$ cat config.mk
export PLATFORM = sky130hd
export DESIGN_NAME = cache_controller
export DESIGN_NICKNAME = d
export VERILOG_FILES = /design/src/rtl/cache_pkg.sv /design/src/rtl/cache_controller_sat_counter.sv /design/src/rtl/cache_controller.sv
export SDC_FILE = /design/constraint.sdc
export NUM_CORES = 1
export LEC_CHECK = 0
export BUFFER_PORTS_ARGS = -buffer_cell sky130_fd_sc_hd__buf_4
export CORE_ASPECT_RATIO = 0.6
export CORE_MARGIN = 5
export CORE_UTILIZATION = 30
export CTS_BUF_LIST = sky130_fd_sc_hd__clkbuf_2 sky130_fd_sc_hd__clkbuf_4 sky130_fd_sc_hd__clkbuf_8
export DETAILED_ROUTE_END_ITERATION = 8
export PLACE_DENSITY_LB_ADDON = 0.3
export RECOVER_POWER = 25
export SLEW_MARGIN = 20
export SYNTH_ARGS = -nofsm -noshare
export SYNTH_HDL_FRONTEND = slang
export SYNTH_SLANG_ARGS = --single-unit
$ cat constraint.sdc
create_clock -name clk -period 2.33 [get_ports clk]
set_input_delay 0.1165 -clock clk [delete_from_list [all_inputs] [get_ports clk]]
set_output_delay 0.1165 -clock clk [all_outputs]
set_load 0.005 [all_outputs]
$ cat src/rtl/cache_pkg.sv
// Shared definitions for the direct-mapped cache controller: FSM states,
// address field positions and array geometry.
package cache_pkg;

  // Controller sequencing states.
  typedef enum logic [1:0] {
    IDLE   = 2'd0,
    MISS   = 2'd1,
    REFILL = 2'd2,
    WRITE  = 2'd3
  } cache_state_t;

  // Word address layout: tag | index | word offset.
  localparam int TAG_MSB = 9;
  localparam int TAG_LSB = 7;
  localparam int IDX_MSB = 6;
  localparam int IDX_LSB = 2;
  localparam int OFF_MSB = 1;
  localparam int OFF_LSB = 0;

  // Array geometry.
  localparam int LINE_WORDS = 4;
  localparam int NUM_LINES  = 32;

endpackage

$ cat src/rtl/cache_controller_sat_counter.sv
// Saturating up-counter used for the hit and miss statistics.
module sat_counter #(
  parameter int WIDTH = 16
) (
  input  logic             clk,
  input  logic             rst_n,
  input  logic             inc,
  output logic [WIDTH-1:0] count
);

  // Count up on inc, holding at all-ones instead of wrapping.
  always_ff @(posedge clk or negedge rst_n) begin
    if (!rst_n) begin
      count <= '0;
    end else if (inc && (count != {WIDTH{1'b1}})) begin
      count <= count + 1'b1;
    end
  end

endmodule

$ cat src/rtl/cache_controller.sv
// Sequencing controller for the direct-mapped cache data array. Decodes CPU
// loads/stores against the array hit flag, drives one array command at a
// time, runs refill (block read) and write-through handshakes with data
// memory, and stalls the CPU until each access completes.
//
// Handshakes: cpu_rd_req/cpu_wr_req are held (with cpu_addr stable) until a
// cycle in which stall is low; that cycle's rising edge completes the access.
// mem_rd_req/mem_wr_req are held until mem_ready pulses for one cycle, and
// mem_ready is only acted on in MISS and WRITE.
module cache_controller
  import cache_pkg::*;
#(
  parameter int ADDR_W = 10,
  parameter int CNT_W  = 16
) (
  input  logic              clk,
  input  logic              rst_n,
  input  logic              cpu_rd_req,
  input  logic              cpu_wr_req,
  input  logic [ADDR_W-1:0] cpu_addr,
  input  logic              hit_miss,
  output logic              stall,
  output logic              rd_en_cm,
  output logic              wr_en_cm,
  output logic              mem_to_cache_en,
  output logic              mem_rd_req,
  output logic              mem_wr_req,
  input  logic              mem_ready,
  output logic [CNT_W-1:0]  hit_cnt,
  output logic [CNT_W-1:0]  miss_cnt
);

  cache_state_t state;
  cache_state_t state_next;
  logic         prev_refill;

  logic stall_c;
  logic rd_en_c;
  logic wr_en_c;
  logic fill_c;
  logic mem_rd_c;
  logic mem_wr_c;
  logic hit_inc;
  logic miss_inc;

  // State register; reset returns to IDLE without waiting for memory.
  always_ff @(posedge clk or negedge rst_n) begin
    if (!rst_n) begin
      state <= IDLE;
    end else begin
      state <= state_next;
    end
  end

  // Remember a REFILL cycle so the retried load is not counted as a hit.
  always_ff @(posedge clk or negedge rst_n) begin
    if (!rst_n) begin
      prev_refill <= 1'b0;
    end else begin
      prev_refill <= (state == REFILL);
    end
  end

  // Next-state and command decode.
  always_comb begin
    state_next = state;
    stall_c    = 1'b0;
    rd_en_c    = 1'b0;
    wr_en_c    = 1'b0;
    fill_c     = 1'b0;
    mem_rd_c   = 1'b0;
    mem_wr_c   = 1'b0;
    hit_inc    = 1'b0;
    miss_inc   = 1'b0;
    case (state)
      IDLE: begin
        if (cpu_wr_req) begin
          // Write-through, no-write-allocate: update the array only on a hit.
          wr_en_c    = hit_miss;
          stall_c    = 1'b1;
          state_next = WRITE;
        end else if (cpu_rd_req) begin
          if (hit_miss) begin
            rd_en_c = 1'b1;
            hit_inc = !prev_refill;
          end else begin
            stall_c    = 1'b1;
            miss_inc   = 1'b1;
            state_next = MISS;
          end
        end
      end
      MISS: begin
        mem_rd_c = 1'b1;
        stall_c  = 1'b1;
        if (mem_ready) state_next = REFILL;
      end
      REFILL: begin
        fill_c     = 1'b1;
        stall_c    = 1'b1;
        state_next = IDLE;
      end
      WRITE: begin
        mem_wr_c = 1'b1;
        stall_c  = !mem_ready;
        if (mem_ready) state_next = IDLE;
      end
      default: state_next = IDLE;
    endcase
  end

  // Outputs are forced low while reset is held, including the IDLE decode.
  assign stall           = stall_c  & rst_n;
  assign rd_en_cm        = rd_en_c  & rst_n;
  assign wr_en_cm        = wr_en_c  & rst_n;
  assign mem_to_cache_en = fill_c   & rst_n;
  assign mem_rd_req      = mem_rd_c & rst_n;
  assign mem_wr_req      = mem_wr_c & rst_n;

  sat_counter #(.WIDTH(CNT_W)) u_hit_cnt (
    .clk   (clk),
    .rst_n (rst_n),
    .inc   (hit_inc),
    .count (hit_cnt)
  );

  sat_counter #(.WIDTH(CNT_W)) u_miss_cnt (
    .clk   (clk),
    .rst_n (rst_n),
    .inc   (miss_inc),
    .count (miss_cnt)
  );

  // Array commands are mutually exclusive, as are memory requests.
  a_cmd_onehot : assert property (@(posedge clk) disable iff (!rst_n)
    $onehot0({rd_en_cm, wr_en_cm, mem_to_cache_en}));
  a_mem_onehot : assert property (@(posedge clk) disable iff (!rst_n)
    $onehot0({mem_rd_req, mem_wr_req}));

  // A stalled CPU keeps its address steady into the next cycle.
  a_addr_stable : assert property (@(posedge clk) disable iff (!rst_n)
    (stall && (cpu_rd_req || cpu_wr_req)) |=> $stable(cpu_addr));

endmodule

==> flow_summary.json <==
{
  "yosys.area_share.adder": 0.0523,
  "synth_edf_count": 0,
  "postRouteAntennaNets": 0,
  "r2r_cells": 6,
  "synth_area_per_cell_um2": 11.3,
  "finalNetCount": 247,
  "dpl_worst_slack_ps": 183,
  "synthTopCellsByCount": "dfrtp_1, xor2_1, nand4_1, nor3_1, nand2_1",
  "drt_iter0_drc": 47,
  "core_um2": 6140,
  "diodes": 0,
  "placedCellCount": 299,
  "timing.rr.start": "state[1]$_DFFE_PN0P_",
  "fin_ws_ps": 145,
  "vdd_drop_max_uv": 343,
  "cts_tree": "yes",
  "synth_xor_area_frac": 0.137,
  "syn_to_final_growth_pct": 28.1,
  "rrSetupSlack_ps": 150,
  "critPathMaxFanout": 9,
  "synth.area.top_cells": "dfrtp_1, xor2_1, ha_1, nand4_1, xnor2_1",
  "worst_setup_path_end_kind": "flop",
  "die_h_um": 71.9,
  "drv_cap": 0,
  "start_util": 0.312,
  "min_from": "hit_miss",
  "final_cells": 307,
  "die-area_um2": 8130,
  "grt_antenna_before_repair": 0,
  "reg2reg_to": "u_hit_cnt.count[1]$_DFFE_PN0P_",
  "die_width_um": 113,
  "drv_slew": 0,
  "setup_tns_ps": 0,
  "fin_crit_sh": 0.938,
  "p_seq_frac": 0.456,
  "worstPathArrival_ps": 2350,
  "p_leak_nw": 1.28,
  "critPathLaunchType": "flop",
  "vias_per_cell": 4.85,
  "power_frac_clock": 0.263,
  "setup_viol": 0,
  "synth_top_family_by_area": "simple AND/OR/NAND/NOR gates",
  "routedWlPerCell_um": 14.9,
  "post-synth-top-area-fraction": 0.458,
  "grt_remaining_overflow": 0,
  "pin_count": 54,
  "synth-simple-area-share": 0.288,
  "hold_path_end": "u_miss_cnt.count[0]$_DFFE_PN0P_",
  "cp_slowest_cell": "dfrtp_1",
  "synth_compound_area_frac": 0.0209,
  "hp-class": "in2reg",
  "clockBufferDepth": 2,
  "hold_viol_final": 0,
  "dr_total_vias": 1488,
  "clk_root_buffer_cell": "clkbuf_8",
  "synth_area_um2": 1910,
  "path_class": "reg2reg",
  "yosysTopAreaCell": "dfrtp_1",
  "place_congestion": 0.800,
  "portBuffers": 43,
  "power_density_nw_per_um2": 692,
  "syn_inst": 170,
  "timing.final.crit_period_ps": 2180,
  "worstSkewPairLatency_ps": 280,
  "grt_max_degree": 30,
  "max_freq_mhz": 458,
  "power_w": 0.00170,
  "yosysSeqAreaShare": 0.458,
  "power_frac_comb": 0.282,
  "synth_warnings": 0,
  "synth_cell_types": 40,
  "wirelength_mm": 4.59,
  "syn_nets": 194,
  "synth-async-reset-ratio": 1.00,
  "hold-path-cell-count": 3,
  "rows": 22,
  "cp_slowest_stage_delay_ps": 400,
  "first_pass_iters": 4,
  "h-tree-depth": 2,
  "rsz0062_at_grt": "no",
  "drc_errors": 0,
  "swShare": 0.307,
  "grt_pass1_wl_mm": 7.56,
  "required_ps": 2500,
  "ys.flop_type": "dfrtp_1",
  "muxShareOfSynthArea": 0.0301,
  "place_hpwl_mm": 3.51,
  "status": "finished clean",
  "clk_pin_slew_ps": 70,
  "internal_power_w": 0.00118,
  "drive_gt1_frac": 0.300,
  "grt_pass1_vias": 1388,
  "final.setup_skew_ps": 2.54,
  "cts_buffers": 5,
  "grtUsageTotal": 0.119,
  "post-synth-top-count-cell": "dfrtp_1",
  "relSlewSlack": 0.494,
  "worst_pin_slew_ps": 759,
  "clock-sinks": 35,
  "power_switching_w": 0.000521,
  "worstPathCellList": "inv_1 -> ha_1 -> nand3b_2 -> or2_1 -> nor2_1 -> mux2_2",
  "synth_seq_cells": 35
}
==> registers in the layout, summed over array words and instances (netlist names) <==
| signal | flops |
|---|---|
| prev_refill | 1 |
| state | 2 |
| u_hit_cnt.count | 16 |
| u_miss_cnt.count | 16 |
==> cell families after synthesis <==
group	count (synthesis)
and+or+nand+nor	82
muxes	5
DFF	35
buffers and inverters	5
AOI/OAI and AO/OA	5
adders and majority gates	8
xor gates and xnor gates	30
==> stage by stage <==
| stage | instance area [um^2] | util | hold WS [ps] |
|---|---|---|---|
| after global placement | 2350 | 0.383 | -34.6 |
| after floorplan | 1910 | - | -179 |
| after detailed placement | 2350 | 0.383 | -34.8 |
| after CTS | 2450 | 0.399 | 200 |
| final | 2450 | 0.399 | 210 |
| after global routing | 2450 | 0.399 | 205 |
==> power groups by stage <==
stage	registers, W	logic [W]	clock network [W]
after floorplan	0.000776	0.000275	0
after global placement	0.000783	0.000470	0
after detailed placement	0.000787	0.000481	0
after CTS	0.000775	0.000488	0.000464
after global routing	0.000792	0.000541	0.000499
final	0.000773	0.000478	0.000445
==> worst max path at each step <==
stage                               startpoint                              to  slack (ps)
after floorplan           state[1]$_DFFE_PN0P_  u_hit_cnt.count[1]$_DFFE_PN0P_         430
after global placement    state[1]$_DFFE_PN0P_  u_hit_cnt.count[1]$_DFFE_PN0P_         240
after detailed placement  state[1]$_DFFE_PN0P_  u_hit_cnt.count[1]$_DFFE_PN0P_         180
after CTS                 state[1]$_DFFE_PN0P_  u_hit_cnt.count[1]$_DFFE_PN0P_         160
after global routing      state[1]$_DFFE_PN0P_  u_hit_cnt.count[9]$_DFFE_PN0P_          20
final                     state[1]$_DFFE_PN0P_  u_hit_cnt.count[1]$_DFFE_PN0P_         150
==> repair_timing <==
action / 4_1_cts / 5_1_grt
gates resized for setup: 0 / 1
hold endpoints to repair: 6 / 0
hold buffers: 1 / 0
setup endpoints to repair: 0 / 1
setup buffers: 0 / 0
==> cells in the final DEF, fill, tap and decap left out, types with 2 or more instances in the layout <==
| cell | n |
|---|---|
| dfrtp_1 | 35 |
| nand4_1 | 11 |
| and2_1 | 7 |
| nor4_4 | 2 |
| nor4_1 | 7 |
| inv_1 | 4 |
| ha_1 | 8 |
| and3_1 | 4 |
| buf_4 | 44 |
| clkbuf_8 | 6 |
| xnor2_1 | 6 |
| nand3_1 | 7 |
| nor3b_1 | 2 |
| xor2_1 | 24 |
| nor3_1 | 10 |
| nor2_1 | 6 |
| mux2i_1 | 2 |
| nand2_1 | 9 |
| mux2_2 | 2 |
==> critical path, delay by kind of cell, from the launching register on <==
| kind | cells | cell delay [ps] |
|---|---|---|
| adders and majority gates | 1 | 370 |
| buffers and inverters | 1 | 150 |
| DFF | 1 | 400 |
| muxes | 1 | 350 |
| and+or+nand+nor | 3 | 790 |
==> routing by layer <==
layer	track usage	up-vias	wire, um
li1	-	719	-
met1	0.189	733	2600
met2	0.150	34	1720
met3	0.0371	2	230
met4	0.0320	0	34
met5	0	-	0
==> final cells by class <==
type / instances / area, um^2
Inverter: 4 / 15.0
Clock inverter: 1 / 5.00
Tap cell: 84 / 105
Sequential cell: 35 / 876
Fill cell: 609 / 3690
Clock buffer: 6 / 82.6
Multi-Input combinational cell: 130 / 1020
Timing Repair Buffer: 47 / 349
No activity file was read; power rests on OpenSTA's default activity.
